[src/rtl/uart_dbg_pkg.sv]
// Shared constants and types for the UART debug bridge: frame opcodes,
// response bytes and the frame FSM state encoding.
package uart_dbg_pkg;

    localparam logic [7:0] OP_WRITE = 8'h57;  // 'W'
    localparam logic [7:0] OP_READ  = 8'h52;  // 'R'

    localparam logic [7:0] RSP_OK   = 8'h4B;  // 'K'
    localparam logic [7:0] RSP_UNK  = 8'h3F;  // '?'
    localparam logic [7:0] RSP_TMO  = 8'h54;  // 'T'
    localparam logic [7:0] RSP_BERR = 8'h45;  // 'E'

    typedef enum logic [2:0] {
        ST_IDLE = 3'd0,
        ST_ADDR = 3'd1,
        ST_DATA = 3'd2,
        ST_BUS  = 3'd3,
        ST_RESP = 3'd4
    } state_t;

    function automatic logic is_opcode(input logic [7:0] b);
        return (b == OP_WRITE) || (b == OP_READ);
    endfunction

    // Single-byte responses sit in the low byte of the serializer word.
    function automatic logic [31:0] short_resp(input logic [7:0] b);
        return {24'h0, b};
    endfunction

endpackage

[src/rtl/uart_dbg_bridge_if.sv]
// CPU-side single-word memory bus driven by the debug bridge.
// Handshake: we/rd is held high with a/d stable until the cycle ready=1;
// spo is valid only in that cycle, and we/rd are low the cycle after it.
interface uart_dbg_bridge_if;
    logic [31:0] a;
    logic [31:0] d;
    logic        we;
    logic        rd;
    logic [31:0] spo;
    logic        ready;

    modport master (
        output a, d, we, rd,
        input  spo, ready
    );

    modport slave (
        input  a, d, we, rd,
        output spo, ready
    );
endinterface

[src/rtl/dbg_resp_ser.sv]
// Response serializer: loaded with a word and a length of 1 or 4 bytes,
// it presents them MSB first with a one-cycle gap after every accepted byte.
module dbg_resp_ser (
    input  logic        clk,
    input  logic        rst_n,
    input  logic        load,
    input  logic [31:0] load_word,
    input  logic        load_len4,
    output logic [7:0]  resp_data,
    output logic        resp_valid,
    input  logic        resp_ack,
    output logic        done
);

    logic [31:0] word_q;
    logic [1:0]  idx_q;
    logic        valid_q;
    logic        pend_q;
    logic [7:0]  data_q;

    assign resp_data  = data_q;
    assign resp_valid = valid_q;
    assign done       = valid_q && resp_ack && (idx_q == 2'd0);

    always_ff @(posedge clk or negedge rst_n) begin
        if (!rst_n) begin
            word_q  <= '0;
            idx_q   <= '0;
            valid_q <= 1'b0;
            pend_q  <= 1'b0;
            data_q  <= '0;
        end else if (load) begin
            word_q  <= load_word;
            valid_q <= 1'b1;
            pend_q  <= 1'b0;
            if (load_len4) begin
                idx_q  <= 2'd3;
                data_q <= load_word[31:24];
            end else begin
                idx_q  <= 2'd0;
                data_q <= load_word[7:0];
            end
        end else if (valid_q && resp_ack) begin
            valid_q <= 1'b0;
            if (idx_q != 2'd0) begin
                idx_q  <= idx_q - 2'd1;
                pend_q <= 1'b1;
            end
        end else if (pend_q) begin
            // idx_q already points at the next byte to present
            valid_q <= 1'b1;
            pend_q  <= 1'b0;
            data_q  <= word_q[{idx_q, 3'b000} +: 8];
        end
    end

endmodule

[src/rtl/uart_dbg_bridge.sv]
// UART debug bridge: parses 'W'/'R' byte frames from the UART receiver into
// single-word bus transactions and streams back a byte response.
module uart_dbg_bridge
    import uart_dbg_pkg::*;
#(
    parameter int BYTE_TIMEOUT = 1000000,
    parameter int BUS_TIMEOUT  = 65535
) (
    input  logic                  clk,
    input  logic                  rst_n,
    input  logic [7:0]            uart_data,
    input  logic                  uart_ready,
    uart_dbg_bridge_if.master     bus,
    output logic [7:0]            resp_data,
    output logic                  resp_valid,
    input  logic                  resp_ack,
    output logic                  busy,
    output logic                  overrun,
    output state_t                state_dbg
);

    localparam int BT_W  = $clog2(BYTE_TIMEOUT + 1);
    localparam int BUS_W = $clog2(BUS_TIMEOUT + 1);

    state_t             state_q, state_d;
    logic               is_write_q;
    logic [31:0]        addr_q;
    logic [31:0]        data_q;
    logic [1:0]         cnt_q;
    logic [BT_W-1:0]    byte_tmr_q;
    logic [BUS_W-1:0]   bus_tmr_q;
    logic               we_q;
    logic               rd_q;
    logic               overrun_q;

    logic               byte_hit;
    logic               bus_hit;
    logic               ser_load;
    logic [31:0]        ser_word;
    logic               ser_len4;
    logic               ser_done;

    assign byte_hit  = (byte_tmr_q == BT_W'(BYTE_TIMEOUT));
    assign bus_hit   = (bus_tmr_q == BUS_W'(BUS_TIMEOUT));

    assign bus.a     = addr_q;
    assign bus.d     = data_q;
    assign bus.we    = we_q;
    assign bus.rd    = rd_q;
    assign busy      = (state_q != ST_IDLE);
    assign overrun   = overrun_q;
    assign state_dbg = state_q;

    always_comb begin
        state_d  = state_q;
        ser_load = 1'b0;
        ser_word = '0;
        ser_len4 = 1'b0;
        case (state_q)
            ST_IDLE: begin
                if (uart_ready) begin
                    if (is_opcode(uart_data)) begin
                        state_d = ST_ADDR;
                    end else begin
                        ser_load = 1'b1;
                        ser_word = short_resp(RSP_UNK);
                        state_d  = ST_RESP;
                    end
                end
            end
            ST_ADDR: begin
                // A byte arriving on the timeout cycle still counts.
                if (uart_ready) begin
                    if (cnt_q == 2'd3) begin
                        state_d = is_write_q ? ST_DATA : ST_BUS;
                    end
                end else if (byte_hit) begin
                    ser_load = 1'b1;
                    ser_word = short_resp(RSP_TMO);
                    state_d  = ST_RESP;
                end
            end
            ST_DATA: begin
                if (uart_ready) begin
                    if (cnt_q == 2'd3) begin
                        state_d = ST_BUS;
                    end
                end else if (byte_hit) begin
                    ser_load = 1'b1;
                    ser_word = short_resp(RSP_TMO);
                    state_d  = ST_RESP;
                end
            end
            ST_BUS: begin
                if (bus.ready) begin
                    ser_load = 1'b1;
                    if (is_write_q) begin
                        ser_word = short_resp(RSP_OK);
                    end else begin
                        ser_word = bus.spo;
                        ser_len4 = 1'b1;
                    end
                    state_d = ST_RESP;
                end else if (bus_hit) begin
                    ser_load = 1'b1;
                    ser_word = short_resp(RSP_BERR);
                    state_d  = ST_RESP;
                end
            end
            ST_RESP: begin
                if (ser_done) begin
                    state_d = ST_IDLE;
                end
            end
            default: state_d = ST_IDLE;
        endcase
    end

    always_ff @(posedge clk or negedge rst_n) begin
        if (!rst_n) begin
            state_q    <= ST_IDLE;
            is_write_q <= 1'b0;
            addr_q     <= '0;
            data_q     <= '0;
            cnt_q      <= '0;
            byte_tmr_q <= '0;
            bus_tmr_q  <= '0;
            we_q       <= 1'b0;
            rd_q       <= 1'b0;
            overrun_q  <= 1'b0;
        end else begin
            state_q <= state_d;
            case (state_q)
                ST_IDLE: begin
                    if (uart_ready && is_opcode(uart_data)) begin
                        is_write_q <= (uart_data == OP_WRITE);
                        cnt_q      <= '0;
                        byte_tmr_q <= '0;
                    end
                end
                ST_ADDR, ST_DATA: begin
                    if (uart_ready) begin
                        byte_tmr_q <= '0;
                        cnt_q      <= cnt_q + 2'd1;
                        if (state_q == ST_ADDR) begin
                            addr_q <= {addr_q[23:0], uart_data};
                        end else begin
                            data_q <= {data_q[23:0], uart_data};
                        end
                    end else if (!byte_hit) begin
                        byte_tmr_q <= byte_tmr_q + BT_W'(1);
                    end
                end
                ST_BUS: begin
                    if (bus.ready || bus_hit) begin
                        we_q <= 1'b0;
                        rd_q <= 1'b0;
                    end else begin
                        bus_tmr_q <= bus_tmr_q + BUS_W'(1);
                    end
                end
                default: ;
            endcase
            // Request goes out in the cycle right after the frame's last byte.
            if (state_d == ST_BUS && state_q != ST_BUS) begin
                we_q      <= is_write_q;
                rd_q      <= !is_write_q;
                bus_tmr_q <= '0;
            end
            if (uart_ready && (state_q == ST_BUS || state_q == ST_RESP)) begin
                overrun_q <= 1'b1;
            end
        end
    end

    dbg_resp_ser u_ser (
        .clk        (clk),
        .rst_n      (rst_n),
        .load       (ser_load),
        .load_word  (ser_word),
        .load_len4  (ser_len4),
        .resp_data  (resp_data),
        .resp_valid (resp_valid),
        .resp_ack   (resp_ack),
        .done       (ser_done)
    );

endmodule

[src/flat_wrapper.sv]
// flat-port wrapper written by rule: the top's interface ports become plain ports
module uart_dbg_bridge_flat import uart_dbg_pkg::*;
#(
    parameter int BYTE_TIMEOUT = 1000000,
    parameter int BUS_TIMEOUT  = 65535
)
  (clk, rst_n, uart_data, uart_ready, resp_data, resp_valid, resp_ack, busy, overrun, state_dbg, bus_a, bus_d, bus_we, bus_rd, bus_spo, bus_ready);
  uart_dbg_bridge_if bus_i ();
  input  logic clk;
  input  logic rst_n;
  input  logic [7:0] uart_data;
  input  logic uart_ready;
  output logic [7:0] resp_data;
  output logic resp_valid;
  input  logic resp_ack;
  output logic busy;
  output logic overrun;
  output state_t state_dbg;
  output wire logic [$bits(bus_i.a)-1:0] bus_a;
  output wire logic [$bits(bus_i.d)-1:0] bus_d;
  output wire logic [$bits(bus_i.we)-1:0] bus_we;
  output wire logic [$bits(bus_i.rd)-1:0] bus_rd;
  input wire logic [$bits(bus_i.spo)-1:0] bus_spo;
  input wire logic [$bits(bus_i.ready)-1:0] bus_ready;
  assign bus_a = bus_i.a;
  assign bus_d = bus_i.d;
  assign bus_we = bus_i.we;
  assign bus_rd = bus_i.rd;
  assign bus_i.spo = bus_spo;
  assign bus_i.ready = bus_ready;
  uart_dbg_bridge #(.BYTE_TIMEOUT(BYTE_TIMEOUT), .BUS_TIMEOUT(BUS_TIMEOUT)) u_core (.clk(clk), .rst_n(rst_n), .uart_data(uart_data), .uart_ready(uart_ready), .bus(bus_i), .resp_data(resp_data), .resp_valid(resp_valid), .resp_ack(resp_ack), .busy(busy), .overrun(overrun), .state_dbg(state_dbg));
endmodule
[config.mk]
export PLATFORM = sky130hd
export DESIGN_NAME = uart_dbg_bridge_flat
export DESIGN_NICKNAME = d
export VERILOG_FILES = /design/src/rtl/uart_dbg_pkg.sv /design/src/rtl/uart_dbg_bridge_if.sv /design/src/rtl/dbg_resp_ser.sv /design/src/rtl/uart_dbg_bridge.sv /design/src/flat_wrapper.sv
export SDC_FILE = /design/constraint.sdc
export NUM_CORES = 1
export LEC_CHECK = 0
export ABC_AREA = 1
export BUFFER_PORTS_ARGS = -buffer_cell sky130_fd_sc_hd__buf_2
export CAP_MARGIN = 20
export CORE_ASPECT_RATIO = 2
export CORE_MARGIN = 2
export CORE_UTILIZATION = 61
export CTS_CLUSTER_DIAMETER = 200
export DETAILED_ROUTE_END_ITERATION = 12
export PLACE_DENSITY = 0.9
export SYNTH_ARGS = -nofsm -noshare
export SYNTH_HDL_FRONTEND = slang
export SYNTH_HIERARCHICAL = 1
export SYNTH_SLANG_ARGS = --single-unit
[constraint.sdc]
create_clock -name clk -period 4.35 [get_ports clk]
set_input_delay 0.87 -clock clk [delete_from_list [all_inputs] [get_ports clk]]
set_output_delay 0.87 -clock clk [all_outputs]
set_load 0.01 [all_outputs]
==> results.tsv <==
stage	metric	value	unit
logic_synthesis	simple-gate share of the synthesized area	0.242	
power	Comb power frac	0.280	
clock_network	Num CTS Buffers	17	
logic_synthesis	Adder-Cell Fraction of Synth Area	0.00804	
setup_path	slowest stage cell, crit path	buf_4	
clock_network	hold bufs inserted after CTS	0	
clock_network	TritonCTS clock tree	done	
floorplan	core footprint	12500	µm²
floorplan	number of placed I/O pins	125	
setup_path	critical path's top delay family	simple AND/OR/NAND/NOR gates	
timing	worst setup skew after layout	7.86	ps
hold_path	launch instance of the worst min-delay path	u_core/bus.a[24]	
timing	setup repair after global routing missed its margin	false	
final_layout	share of layout cells above drive strength 1	0.228	
clock_network	number of clock sinks seen by CTS	153	
global_route	global routing met3 resource utilization	0.0618	
setup_path	slowest cell delay on critical path	490	ps
setup_path	capturing element type of the critical path	flip-flop	
floorplan	initial core utilization	0.623	
clock_network	clock latency on the worst-skew pair	420	ps
global_route	gr ovfl total	0	
timing	time the worst path needs with I/O delays and setup	2940	ps
logic_synthesis	Yosys reg bits	153	
logic_synthesis	Avg Cell Area, Syn	8.16	µm²
clock_network	register clock-pin slew on the reported worst setup and hold paths	60	ps
power	share of power burned in registers	0.404	
final_layout	relative area change from synthesis to final layout	16.4	%
global_route	first-pass GRT wire length	34600	µm
logic_synthesis	largest cells by area after synthesis	dfrtp_1 (49%), nand2_1 (12%), inv_1 (6.6%)	
timing	normalized max-slew margin	0.362	
power	total power per unit cell area	537	nW/µm²
detailed_routing	vias post-DR	7060	
final_layout	fin util	0.726	
setup_path	Reg2Reg Depth	13	
hold_path	Hold Path Cell Cnt	2	
logic_synthesis	biggest area consumer among synthesized cells	dfrtp_1	
logic_synthesis	number of enable-type register cells in the synthesized netlist	0	
logic_synthesis	post-synthesis instance area	7780	µm²
logic_synthesis	proportion of synthesized flip-flops having asynchronous set or reset	1.00	
logic_synthesis	post-synthesis sequential area ratio	0.492	
logic_synthesis	combinational family with the most area after synthesis	simple AND/OR/NAND/NOR gates	
logic_synthesis	compound-gate portion of the synthesized area	0.0896	
logic_synthesis	gate count after technology mapping	953	
final_layout	Antenna Diode Count	0	
global_route	initial antenna violation count	0	
clock_network	cell at the root of the clock tree	clkbuf_16	
global_route	via count of the first global-routing pass	7080	
setup_path	capture instance of the worst register-to-register path	u_core/u_ser/idx_q[1]	
placed_design	Post-DP HPWL	15400	µm
global_route	fraction of met2 tracks used by global routing	0.603	
floorplan	die footprint	13700	µm²
detailed_routing	DRC	0	
placed_design	I/O Buffers	124	
detailed_routing	average wire length per cell after detail routing	18.0	µm
timing	final setup violating endpoints	0	
power	total leakage power	4.87	nW
logic_synthesis	share of Yosys cell area claimed by the top area cell type	0.492	
hold_path	class of the tightest hold or removal check	flip-flop to flip-flop	
setup_path	CP Class	flip-flop to flip-flop	
detailed_routing	number of nets with antenna violations after detailed routing	0	
floorplan	die boundary height	164	µm
logic_synthesis	share of the synthesized netlist area taken by xor and xnor gates	0.0135	
setup_path	data arrival time at the worst-slack endpoint	3240	ps
timing	Setup Total Neg Slack	0	ps
detailed_routing	total iterations of the first detailed-routing run	6	
setup_path	cells traversed along the worst timing path	inv_1, nor2_4, nand2_1, nand2_2, nand4_1, nand2_1, nor2_1, inv_1, buf_4, nand2_4, o21ai_0, nand2_1, o21ai_0	
setup_path	launching point of the worst reg2reg path	u_core/state_dbg[0]	
timing	part of the cycle the worst path needs	0.675	
setup_path	critical path required time	4660	ps
setup_path	most prevalent standard cell on the critical path	nand2_1	
global_route	GRT Overall Usage	0.327	
setup_path	start point of the critical path	u_core/state_dbg[0]	
clock_network	number of cells upsized or downsized after cts	0	
final_layout	number of nets at the end of the flow	1123	
logic_synthesis	number of nets in the synthesized netlist	1003	
floorplan	Horiz. Die Dim	83.9	µm
logic_synthesis	top cells by instance count after synthesis	nand2_1 (244), dfrtp_1 (153), inv_1 (136)	
logic_synthesis	count of distinct cell types in the synthesized netlist	39	
global_route	GR Util met1	0.332	
detailed_routing	Vias/cell	5.71	
power	share of total power consumed by net switching	0.366	
power	Cell Int Power	3.09	mW
timing	slew at the pin closest to its max-slew limit	957	ps
setup_path	Buf+Inv Stages, Crit Path	3	
setup_path	CP Max Fanout	68	
floorplan	Core Rows	58	
logic_synthesis	multiplexer share of the synthesized area	0.0564	
setup_path	crit path launch type	flip-flop	
global_route	highest-utilization routing layer at the global route stage	met2	
power	power spent charging and discharging nets	1.78	mW
hold_path	Worst Hold End	u_core/bus.a[24]	
clock_network	maximum number of buffers from clock root to sink	2	
detailed_routing	wire length after detailed routing	22300	µm
setup_path	R2R setup slack	1410	ps
logic_synthesis	commonest register cell after synthesis	dfrtp_1	
final_layout	fill count	895	
global_route	pin count of the biggest net entering global routing	107	
power	peak supply drop	381	µV
logic_synthesis	count leader, synth	nand2_1	
power	Clk network pwr share	0.316	
clock_network	H-tree lvl count	4	
flow_run	max-cap violation count	0	
timing	maximum clock rate	341	MHz
status	run status	finished clean	
timing	number of endpoints with negative hold slack in the final report	0	
clock_network	Post-CTS Setup Bufs	0	
placed_design	placer's final routability congestion estimate	0.990	
detailed_routing	initial detailed-routing violation count	601	
timing	Max Transition Viols Final	0	
logic_synthesis	number of warnings printed during yosys synthesis	6	
## cell usage in the layout (no fill, tap or decap), types with 11 or more instances in the layout
cell,n
clkbuf_16,17
dfrtp_1,153
nand3_1,50
mux2_2,39
nor2_1,98
buf_2,123
nand2_1,244
a21oi_1,29
nand4_1,11
inv_1,136
nor3_1,14
o21ai_0,65
nand2_2,14
## routing by layer
layer  share of wire  vias up
met5               0        -
met4           0.072        0
met3           0.064      115
met2            0.53      407
met1            0.33     3298
li1                -     3240
## power groups by stage
stage                     registers, mW  clock network, mW  logic [mW]
final                              1.96               1.54        1.36
after CTS                          1.96               1.55        1.34
after detailed placement           1.98                  0        1.32
after global routing               1.99               1.62        1.49
after global placement             1.97                  0        1.28
after floorplan                    1.97                  0       0.825
## stage by stage
| stage | instance area [µm²] | hold WS, ps | setup slack (ps) | instances | total power, mW |
|---|---|---|---|---|---|
| final | 9060 | 483 | 1410 | 1236 | 4.87 |
| after global routing | 9060 | 508 | 1280 | 1236 | 5.10 |
| after CTS | 9060 | 485 | 1530 | 1236 | 4.85 |
| after detailed placement | 8440 | 469 | 1380 | 1204 | 3.29 |
| after global placement | 8440 | 462 | 1450 | 1204 | 3.25 |
| after floorplan | 7780 | 446 | 2090 | 953 | 2.80 |
## cells by family (layout without fill, tap and decap cells)
logic type	count (synthesis)	after routing
XOR/XNOR	12	12
AO/OA/AOI/OAI	123	123
multiplexers	39	39
AND/OR/NAND/NOR	444	444
flip-flops	153	153
adder cells (fa/ha/maj)	5	5
buffers and inverters	177	310
## state kept, by name (all words and copies together), names as in the netlist
register                 count
u_core/bus.a                32
u_core/bus.d                32
u_core/u_ser/word_q         32
u_core/byte_tmr_q           20
u_core/bus_tmr_q            16
u_core/u_ser/resp_data       8
u_core/state_dbg             3
u_core/cnt_q                 2
u_core/u_ser/idx_q           2
u_core/bus.rd                1
u_core/bus.we                1
u_core/is_write_q            1
u_core/overrun               1
u_core/u_ser/pend_q          1
u_core/u_ser/resp_valid      1
## how the worst max path moves through the flow
stage	to	slack, ps	cells after the start
2_1_floorplan	u_core/u_ser/resp_data[5]	2090	14
3_3_place_gp	u_core/u_ser/resp_data[6]	1450	15
3_5_place_dp	u_core/u_ser/resp_data[6]	1380	15
4_1_cts	u_core/u_ser/idx_q[1]	1530	13
5_1_grt	u_core/u_ser/resp_data[1]	1280	15
6_report	u_core/u_ser/idx_q[1]	1410	13
## area by class of cell
cell class | instances | area, µm² | area share
clock inverter | 15 | 190 | 0.0210
timing repair buffer | 132 | 687 | 0.0758
tap | 150 | 188 | 0.0207
multi-input combinational | 623 | 3180 | 0.352
sequential | 153 | 3830 | 0.423
clock buffer | 17 | 425 | 0.0470
inverter | 146 | 553 | 0.0611
## tightest hold or removal path: cells and delay by family (launching register included)
family / cells / cell delay, ps
simple gates: 1 / 50
flops: 1 / 340
compound gates: 1 / 60
Power figures use the tool's default switching activity.
